==> src/rtl/host_proto_pkg.sv <==
// host_proto_pkg: command bytes, reply length and sequencer states shared by both ends of the UART link
package host_proto_pkg;
    localparam logic [7:0] CMD_CFG   = 8'hA5;
    localparam logic [7:0] CMD_START = 8'h5A;
    localparam int         RPL_BYTES = 8;
    typedef enum logic [1:0] {IDLE, SEND, GAP, WAIT_RX} hs_state_t;
endpackage

==> src/rtl/byte_pacer.sv <==
// byte_pacer: loadable down-counter; expire marks the final cycle of a loaded interval
module byte_pacer #(
    parameter int W = 8
) (
    input  logic         clk,
    input  logic         rstn,
    input  logic         load,
    input  logic [W-1:0] value,
    output logic         expire
);
    logic [W-1:0] cnt;
    always_ff @(posedge clk) begin
        if (!rstn) cnt <= '0;
        else if (load) cnt <= value;
        else if (cnt != '0) cnt <= cnt - 1'b1;
    end
    // a loaded value v therefore spans exactly v cycles before the owner moves on
    assign expire = cnt <= W'(1);
endmodule

==> src/rtl/uart_host_sequencer.sv <==
// uart_host_sequencer: sends a config frame to control_unit over UART and
// assembles the 8-byte MSE reply into one 64-bit word
module uart_host_sequencer
    import host_proto_pkg::*;
#(
    parameter int NUM_CHAN = 3,
    parameter int BYTE_GAP = 10416,
    parameter int TIMEOUT  = 50000000
) (
    input  logic                  clk,
    input  logic                  rstn,
    input  logic                  go,
    input  logic [8*NUM_CHAN-1:0] cfg_int,
    input  logic [8*NUM_CHAN-1:0] cfg_frac,
    output logic                  com_txvalid,
    output logic [7:0]            com_txdata,
    input  logic                  com_rxvalid,
    input  logic [7:0]            com_rxdata,
    output logic                  busy,
    output logic [63:0]           mse_data,
    output logic                  done,
    output logic                  timeout
);
    localparam int L  = 2*NUM_CHAN + 2;
    localparam int IW = $clog2(L + 1);
    localparam int GW = BYTE_GAP > 1 ? $clog2(BYTE_GAP) : 1;
    localparam int TW = $clog2(TIMEOUT + 1);

    hs_state_t      state, state_n;
    logic [IW-1:0]  idx;
    logic [3:0]     rx_cnt;
    logic [8*L-1:0] frame_sr, frame_new;
    logic           gap_load, gap_exp, to_load, to_exp, done_n, timeout_n;

    // whole frame is snapshotted on go and shifted out LSB byte first
    always_comb begin
        frame_new = '0;
        frame_new[7:0] = CMD_CFG;
        for (int k = 0; k < NUM_CHAN; k++) begin
            frame_new[16*k+8 +: 8]  = cfg_int[8*k +: 8];
            frame_new[16*k+16 +: 8] = cfg_frac[8*k +: 8];
        end
        frame_new[8*L-8 +: 8] = CMD_START;
    end

    assign com_txvalid = state == SEND;
    assign com_txdata  = com_txvalid ? frame_sr[7:0] : 8'h00;
    assign busy        = state != IDLE;

    byte_pacer #(.W(GW)) u_gap (
        .clk(clk), .rstn(rstn), .load(gap_load), .value(GW'(BYTE_GAP - 1)), .expire(gap_exp)
    );
    byte_pacer #(.W(TW)) u_tmo (
        .clk(clk), .rstn(rstn), .load(to_load), .value(TW'(TIMEOUT - 1)), .expire(to_exp)
    );

    always_comb begin
        state_n   = state;
        gap_load  = 1'b0;
        to_load   = 1'b0;
        done_n    = 1'b0;
        timeout_n = 1'b0;
        case (state)
            IDLE:    if (go && !done && !timeout) state_n = SEND;
            SEND:    begin
                state_n  = GAP;
                gap_load = 1'b1;
            end
            GAP:     if (gap_exp) begin
                state_n = idx == IW'(L) ? WAIT_RX : SEND;
                to_load = idx == IW'(L);
            end
            WAIT_RX: if (com_rxvalid) begin
                to_load = 1'b1;
                done_n  = rx_cnt == 4'(RPL_BYTES - 1);
                state_n = done_n ? IDLE : WAIT_RX;
            end else if (to_exp) begin
                timeout_n = 1'b1;
                state_n   = IDLE;
            end
            default: state_n = IDLE;
        endcase
    end

    always_ff @(posedge clk) begin
        if (!rstn) begin
            state    <= IDLE;
            idx      <= '0;
            rx_cnt   <= '0;
            frame_sr <= '0;
            mse_data <= '0;
            done     <= 1'b0;
            timeout  <= 1'b0;
        end else begin
            state   <= state_n;
            done    <= done_n;
            timeout <= timeout_n;
            if (state == IDLE && state_n == SEND) begin
                frame_sr <= frame_new;
                idx      <= '0;
            end
            if (state == SEND) begin
                frame_sr <= frame_sr >> 8;
                idx      <= idx + 1'b1;
            end
            if (state == GAP && state_n == WAIT_RX) begin
                rx_cnt   <= '0;
                mse_data <= '0;
            end
            if (state == WAIT_RX && com_rxvalid) begin
                mse_data <= {mse_data[55:0], com_rxdata};
                rx_cnt   <= rx_cnt + 1'b1;
            end
        end
    end
endmodule

==> config.mk <==
export PLATFORM = sky130hd
export DESIGN_NAME = uart_host_sequencer
export DESIGN_NICKNAME = d
export VERILOG_FILES = /design/src/rtl/host_proto_pkg.sv /design/src/rtl/byte_pacer.sv /design/src/rtl/uart_host_sequencer.sv
export SDC_FILE = /design/constraint.sdc
export NUM_CORES = 1
export LEC_CHECK = 0
export CAP_MARGIN = 20
export CORE_MARGIN = 2
export CORE_UTILIZATION = 25
export DETAILED_ROUTE_END_ITERATION = 8
export HOLD_SLACK_MARGIN = 0.06
export SYNTH_ARGS = -nofsm -noshare
export SYNTH_HDL_FRONTEND = slang
export SYNTH_SLANG_ARGS = --single-unit
==> constraint.sdc <==
create_clock -name clk -period 2.43 [get_ports clk]
set_input_delay 0.6075 -clock clk [delete_from_list [all_inputs] [get_ports clk]]
set_output_delay 0.6075 -clock clk [all_outputs]
set_load 0.01 [all_outputs]
==> results of run 1 <==
[cells by family (layout without fill, tap and decap cells)]
family,count (synthesis),count (layout),synth area share (%)
AND/OR/NAND/NOR,416,416,26.1
AO/OA/AOI/OAI,203,203,17.4
flip-flops,173,173,47.3
buffers and inverters,85,206,4.60
XOR/XNOR,22,22,2.63
adder cells (fa/ha/maj),8,8,1.37
multiplexers,4,4,0.564
[where the power goes]
| part | internal [mW] | switching (mW) |
|---|---|---|
| combinational | 1.47 | 1.92 |
| sequential | 3.25 | 0.319 |
| clock | 1.50 | 1.17 |
| total | 6.23 | 3.41 |
[cell type report]
| cell class | instances | share of cell area (%) |
|---|---|---|
| Clock inverter | 11 | 1.08 |
| Inverter | 9 | 0.369 |
| Clock buffer | 20 | 4.75 |
| Timing Repair Buffer | 166 | 17.2 |
| Sequential cell | 173 | 35.2 |
| Tap cell | 384 | 4.89 |
| Multi-Input combinational cell | 653 | 36.5 |
[worst max path at each step]
stage,start,endpoint,slack (ns),cells past startpoint
final,u_tmo.cnt[4],u_tmo.cnt[24],0.07,4
after global routing,u_tmo.cnt[25],state[1],0.007,5
after CTS,u_tmo.cnt[0],u_tmo.cnt[17],0.003,7
after detailed placement,u_tmo.cnt[25],u_tmo.cnt[1],-0.009,6
after global placement,u_tmo.cnt[25],state[0],-0.0005,5
after floorplan,u_tmo.cnt[0],u_tmo.cnt[24],0.0009,7
[stage by stage]
step / std cells / total power [mW] / hold slack [ns] / setup WS (ns) / cell area, sq um
after floorplan: 911 / 5.94 / 0.423 / 0.000870 / 7340
after global placement: 1385 / 6.84 / 0.440 / -0.000514 / 9240
after detailed placement: 1385 / 6.90 / 0.445 / -0.00945 / 9240
after CTS: 1416 / 9.67 / 0.455 / 0.00340 / 9810
after global routing: 1416 / 10.3 / 0.488 / 0.00695 / 9830
final: 1416 / 9.64 / 0.451 / 0.0665 / 9830
[registers in the layout (all words and copies together), names as in the netlist]
name / flops
timeout: 1
u_gap.cnt: 14
u_tmo.cnt: 26
frame_sr: 57
rx_cnt: 4
mse_data: 64
idx: 4
state: 2
done: 1
[per-layer routing]
metal | routed length [um] | up-vias
met5 | 0 | -
met3 | 940 | 17
met2 | 9130 | 96
met4 | 216 | 0
li1 | - | 3422
met1 | 9970 | 3223
[synthesized netlist by cell type, types with 2 or more instances]
cell | n | area (sq um)
nor2_1 | 81 | 304
o21ai_0 | 22 | 110
a31oi_1 | 15 | 93.8
inv_1 | 8 | 30.0
and3_1 | 3 | 18.8
or3_1 | 12 | 75.1
and2_1 | 10 | 62.6
buf_1 | 6 | 22.5
xnor2_1 | 10 | 87.6
a311oi_1 | 40 | 350
nand2_1 | 174 | 653
o21a_1 | 4 | 30.0
nor4_1 | 15 | 93.8
nor3_1 | 8 | 40.0
o31ai_1 | 2 | 15.0
ha_1 | 8 | 100
nand3b_1 | 2 | 15.0
dfxtp_1 | 173 | 3460
or4b_1 | 2 | 20.0
xor2_1 | 12 | 105
mux2i_1 | 3 | 30.0
nand3_1 | 84 | 420
buf_6 | 2 | 22.5
clkbuf_1 | 66 | 248
or2_2 | 4 | 25.0
or4_4 | 3 | 33.8
o211ai_1 | 5 | 37.5
buf_2 | 2 | 10.0
a21oi_1 | 103 | 515
or4_1 | 9 | 67.6
nand2b_1 | 4 | 25.0
[timing repair]
action                                  4_1_cts  5_1_grt
endpoints found under the setup margin       15        9
cloned                                        0        0
gates resized for setup                      10        3
pin swaps                                     0        1
[worst max-delay path, delay by kind of cell, from the launching register on]
kind | cells | cell delay (ns)
and+or+nand+nor | 3 | 1.79
AOI/OAI and AO/OA | 1 | 0.13
DFF | 1 | 0.36
==> results.md, run 1 <==
* Critical path class: reg2reg
* Sequential cell area fraction in the yosys report at 47.3%
* Pin count of the biggest net entering global routing at 110
* Synthesized flop and latch total at 173
* Final setup fails at 0
* Setup_tns at 0 ns
* Vias at 6758
* Max_cap viols at 0
* Vias in the first global route at 6344
* Worst-path clk slew at 0.07 ns
* CP Cell Sequence: or4_4, or4_4, or4b_1, a21oi_1
* RSZ-0062 raised after global routing: false
* Cts bufs inserted at 17
* Hold path depth at 2
* Antenna Cells at 0
* FF-to-FF Start: u_tmo.cnt[4]
* LEAKAGE at 3.46 nW
* Fin crit period at 2.36 ns
* Final period utilization at 97.3%
* # fillers at 2972
* Io pins at 136
* Cell variety after synth at 50
* Pwr dens at 981 nW/um^2
* Final core utilization at 34.1%
* Multi-input logic area at 3590 sq um
* CP required at 2.77 ns
* Worst min-delay path startpoint: frame_sr[9]
* WHS Endpoint: frame_sr[1]
* Register-to-Register Path Depth at 4
* Die width at 175 um
* R2R Setup Slk at 0.07 ns
* GR Util met3 at 3.76%
* Clock Latency Late Sink at 0.43 ns
* Fin. max-slew vios at 0
* Final hold violation count at 0
* Post-route DRC at 0
* Area grow syn2layout at 34.2%
* CP max stage delay at 0.64 ns
* Buffers on Ports at 135
* Drt pass-1 iters at 4
* Gate Count Post-Synth at 911
* Fin nets at 1088
* Via density at 4.77
* Post-DRT Antenna Nets at 0
* WL/cell at 14.3 um
* Setup bufs post-CTS at 0
* Worst vdd ir at 0.421 mV
* Hold-fix buffers, CTS at 0
* Die area at 30700 sq um
* Congestion Overflow GR at 0
* Met1 Use GR at 17.5%
* Worst setup EP type: register
* H-tree depth at 4
* Met2 Use GR at 20.3%
* Crit path DAT at 2.71 ns
* Syn Std Cell Area at 7320 sq um
* Maximum root-to-sink buffer count at 2
* Share of post-route cells with drive strength above 1 at 8.62%
* Peak Freq at 0.423 GHz
* Actual slew at the worst max-slew pin at 1.06 ns
* GRT Overall Usage at 13.1%
* Initial Util at 25.4%
* Core Region at 28800 sq um
* Grt peak-use layer: met2
* Hold Path Class: reg2reg
* Initial antenna violation count at 0
* Slowest CP cell: or4_4
* Root Driver: clkbuf_16
* DRT iter0 DRCs at 480
* Slew Limit Headroom at 29.1%
* RePlAce Congestion at 0.790
* Syn_area_per_cell at 8.04 sq um
* Post-detail-place hpwl at 12900 um
* Clock sink count at 173
* Startpoint Class: register
* First-pass GRT wire length at 33000 um
* Critical-path maximum fanout at 19
* Worst r2r dst: u_tmo.cnt[24]
* CP dominant cell by count: or4_4
* YS warnings at 0
* Synth async-reset ratio at 0%
* Syn nets at 979
* Commonest cells after routing, fill and taps aside: nand2_1 (173), dfxtp_1 (173), clkdlybuf4s50_1 (127)
* Main synth FF type: dfxtp_1
* Post-Route WL at 20300 um
* Post-synth EDFFs at 0
* CTS tree: done
* Row count at 62
* Seq. cell area at 3460 sq um
* DIE HEIGHT at 175 um
* Worst clock skew at 0.0115 ns
* Status: complete, no violations
Power figures use the tool's default switching activity.
==> run 2: changes to the inputs <==
PLACE_DENSITY_LB_ADDON = 0.3   (was unset)
==> results.md, run 2 (same netlist as run 1, synthesis figures left out) <==
* Status: complete, no violations
* Hold-fix buffers, CTS at 0 (unchanged)
* Pin count of the biggest net entering global routing at 110 (unchanged)
* Area grow syn2layout at 35.2%
* Max_cap viols at 0 (unchanged)
* Buffers on Ports at 135 (unchanged)
* Worst setup EP type: register
* Final setup fails at 0 (unchanged)
* Max reg flops at 64 (unchanged)
* CTS tree: done
* Final hold violation count at 0 (unchanged)
* Slowest CP cell: or4_1
* Peak Freq at 0.419 GHz (-0.99%)
* Die area at 30700 sq um (unchanged)
* DIE HEIGHT at 175 um (unchanged)
* CP bufs+invs at 1 (+1)
* Row count at 62 (unchanged)
* Hold Path Class: reg2reg
* LEAKAGE at 3.50 nW (+1.2%)
* WL/cell at 14.6 um (+2.0%)
* Initial antenna violation count at 0 (unchanged)
* Actual slew at the worst max-slew pin at 1.07 ns (+0.00428 ns)
* Post-route DRC at 0 (unchanged)
* Io pins at 136 (unchanged)
* Maximum root-to-sink buffer count at 2 (unchanged)
* RePlAce Congestion at 0.796 (+0.77%)
* Top cell family by delay on the critical path: simple AND/OR/NAND/NOR gates
* Vias at 6735 (-0.34%)
* Largest registers: mse_data x64, frame_sr x57, u_tmo.cnt x26
* Root Driver: clkbuf_16
* R2R Setup Slk at 0.04 ns (-0.02 ns)
* Startpoint Class: register
* Initial Util at 25.4% (unchanged)
* Largest reg by FF count: mse_data
* DRT iter0 DRCs at 449 (-6.5%)
* Seq. cell area at 3460 sq um (unchanged)
* Worst setup margin at 0.0429 ns (-0.0236 ns)
* CP Cell Sequence: or4_1, or4_4, buf_4, nor2_1, mux2i_1, o21a_1
* Final period utilization at 98.2% (+0.97 points)
* Fin. max-slew vios at 0 (unchanged)
* Clock sink count at 173 (unchanged)
* CP max stage delay at 0.59 ns (-0.05 ns)
* Critical path class: reg2reg
* Post-detail-place hpwl at 13300 um (+2.5%)
* # fillers at 2966 (-0.20%)
* Post-route insts no fill at 1420 (+0.28%)
* Placed Area at 9250 sq um (+0.16%)
* CP required at 2.74 ns (-0.03 ns)
* Clock Latency Late Sink at 0.42 ns (about the same)
* Antenna Cells at 0 (unchanged)
* Dpl ws at -0.00219 ns (+0.00727 ns)
* Crit path DAT at 2.70 ns (about the same)
* First-pass GRT wire length at 33700 um (+2.3%)
* Post-DRT Antenna Nets at 0 (unchanged)
* Share of post-route cells with drive strength above 1 at 9.17% (+0.55 points)
* Vias in the first global route at 6356 (+0.19%)
* Worst clock skew at 0.00913 ns (-0.00241 ns)
* Final instance area at 9900 sq um (+0.75%)
* Fin crit period at 2.39 ns (+0.0236 ns)
* Core Region at 28800 sq um (unchanged)
* Post-Place Cells at 1387 (+0.14%)
* Fin nets at 1091 (+0.28%)
* Cts bufs inserted at 17 (unchanged)
* Worst-path clk slew at 0.07 ns (about the same)
* Post-Route WL at 20700 um (+2.3%)
* Commonest cells after routing, fill and taps aside: nand2_1 (173), dfxtp_1 (173), clkdlybuf4s50_1 (127)
* Drt pass-1 iters at 7 (+3)
* Critical-path maximum fanout at 7 (-12)
* Congestion Overflow GR at 0 (unchanged)
* Pwr dens at 994 nW/um^2 (+1.3%)
* Via density at 4.74 (-0.62%)
* RSZ-0062 raised after global routing: true
* Multi-input logic area at 3590 sq um (+0.10%)
* GRT Overall Usage at 13.5% (+0.37 points)
* Slew Limit Headroom at 28.8% (-0.29 points)
* H-tree depth at 4 (unchanged)
* Worst vdd ir at 0.445 mV (+5.6%)
* Die width at 175 um (unchanged)
## run 2: final cells by class
type                            count  area share (%)
Clock buffer                       18            4.33
Inverter                            9           0.366
Multi-Input combinational cell    653            36.3
Sequential cell                   173            35.0
Timing Repair Buffer              169            17.4
Tap cell                          384            4.85
Clock inverter                     14            1.81
## run 2: worst reg2reg max path, cell delays in order (launching register included)
cell     delay (ns)
dfxtp_1        0.33
or4_1          0.59
or4_4          0.59
buf_4          0.20
nor2_1         0.28
mux2i_1        0.12
o21a_1         0.17
## run 2: power by group
part | leakage (nW) | total, mW | internal [mW] | switching, mW
clock network | 0.294 | 2.86 | 1.64 | 1.22
logic | 1.79 | 3.40 | 1.49 | 1.90
registers | 1.41 | 3.58 | 3.25 | 0.327
## run 2: timing repair
| item | in CTS | in global routing |
|---|---|---|
| buffers inserted | 0 | 1 |
| endpoints found under the setup margin | 11 | 16 |
| gates resized for setup | 12 | 6 |
| pin swaps | 0 | 2 |
## run 2: metrics by stage
| step | power (mW) | hold slack (ns) | setup TNS [ns] | util [%] |
|---|---|---|---|---|
| finish | 9.84 | 0.452 | 0 | 34.4 |
| global route | 10.5 | 0.479 | -0.0366 | 34.4 |
| CTS | 9.81 | 0.457 | 0 | 34.3 |
| detailed placement | 6.88 | 0.447 | -0.00219 | 32.2 |
| global placement | 6.85 | 0.441 | 0 | 32.2 |
| floorplan | 5.94 | 0.423 | 0 | - |
## run 2: layer usage
metal / up-vias / global-route usage [%] / wire length, um
li1: 3423 / - / -
met1: 3174 / 18.7 / 10300
met2: 123 / 20.3 / 9200
met3: 15 / 4.09 / 1010
met4: 0 / 3.47 / 232
met5: - / 0 / 0
## run 2: final timing paths
kind,start,endpoint,cells after the start
max,u_tmo.cnt[25],u_tmo.cnt[1],6
min,frame_sr[9],frame_sr[1],2
max reg2reg,u_tmo.cnt[25],u_tmo.cnt[1],6
min reg2reg,frame_sr[9],frame_sr[1],2
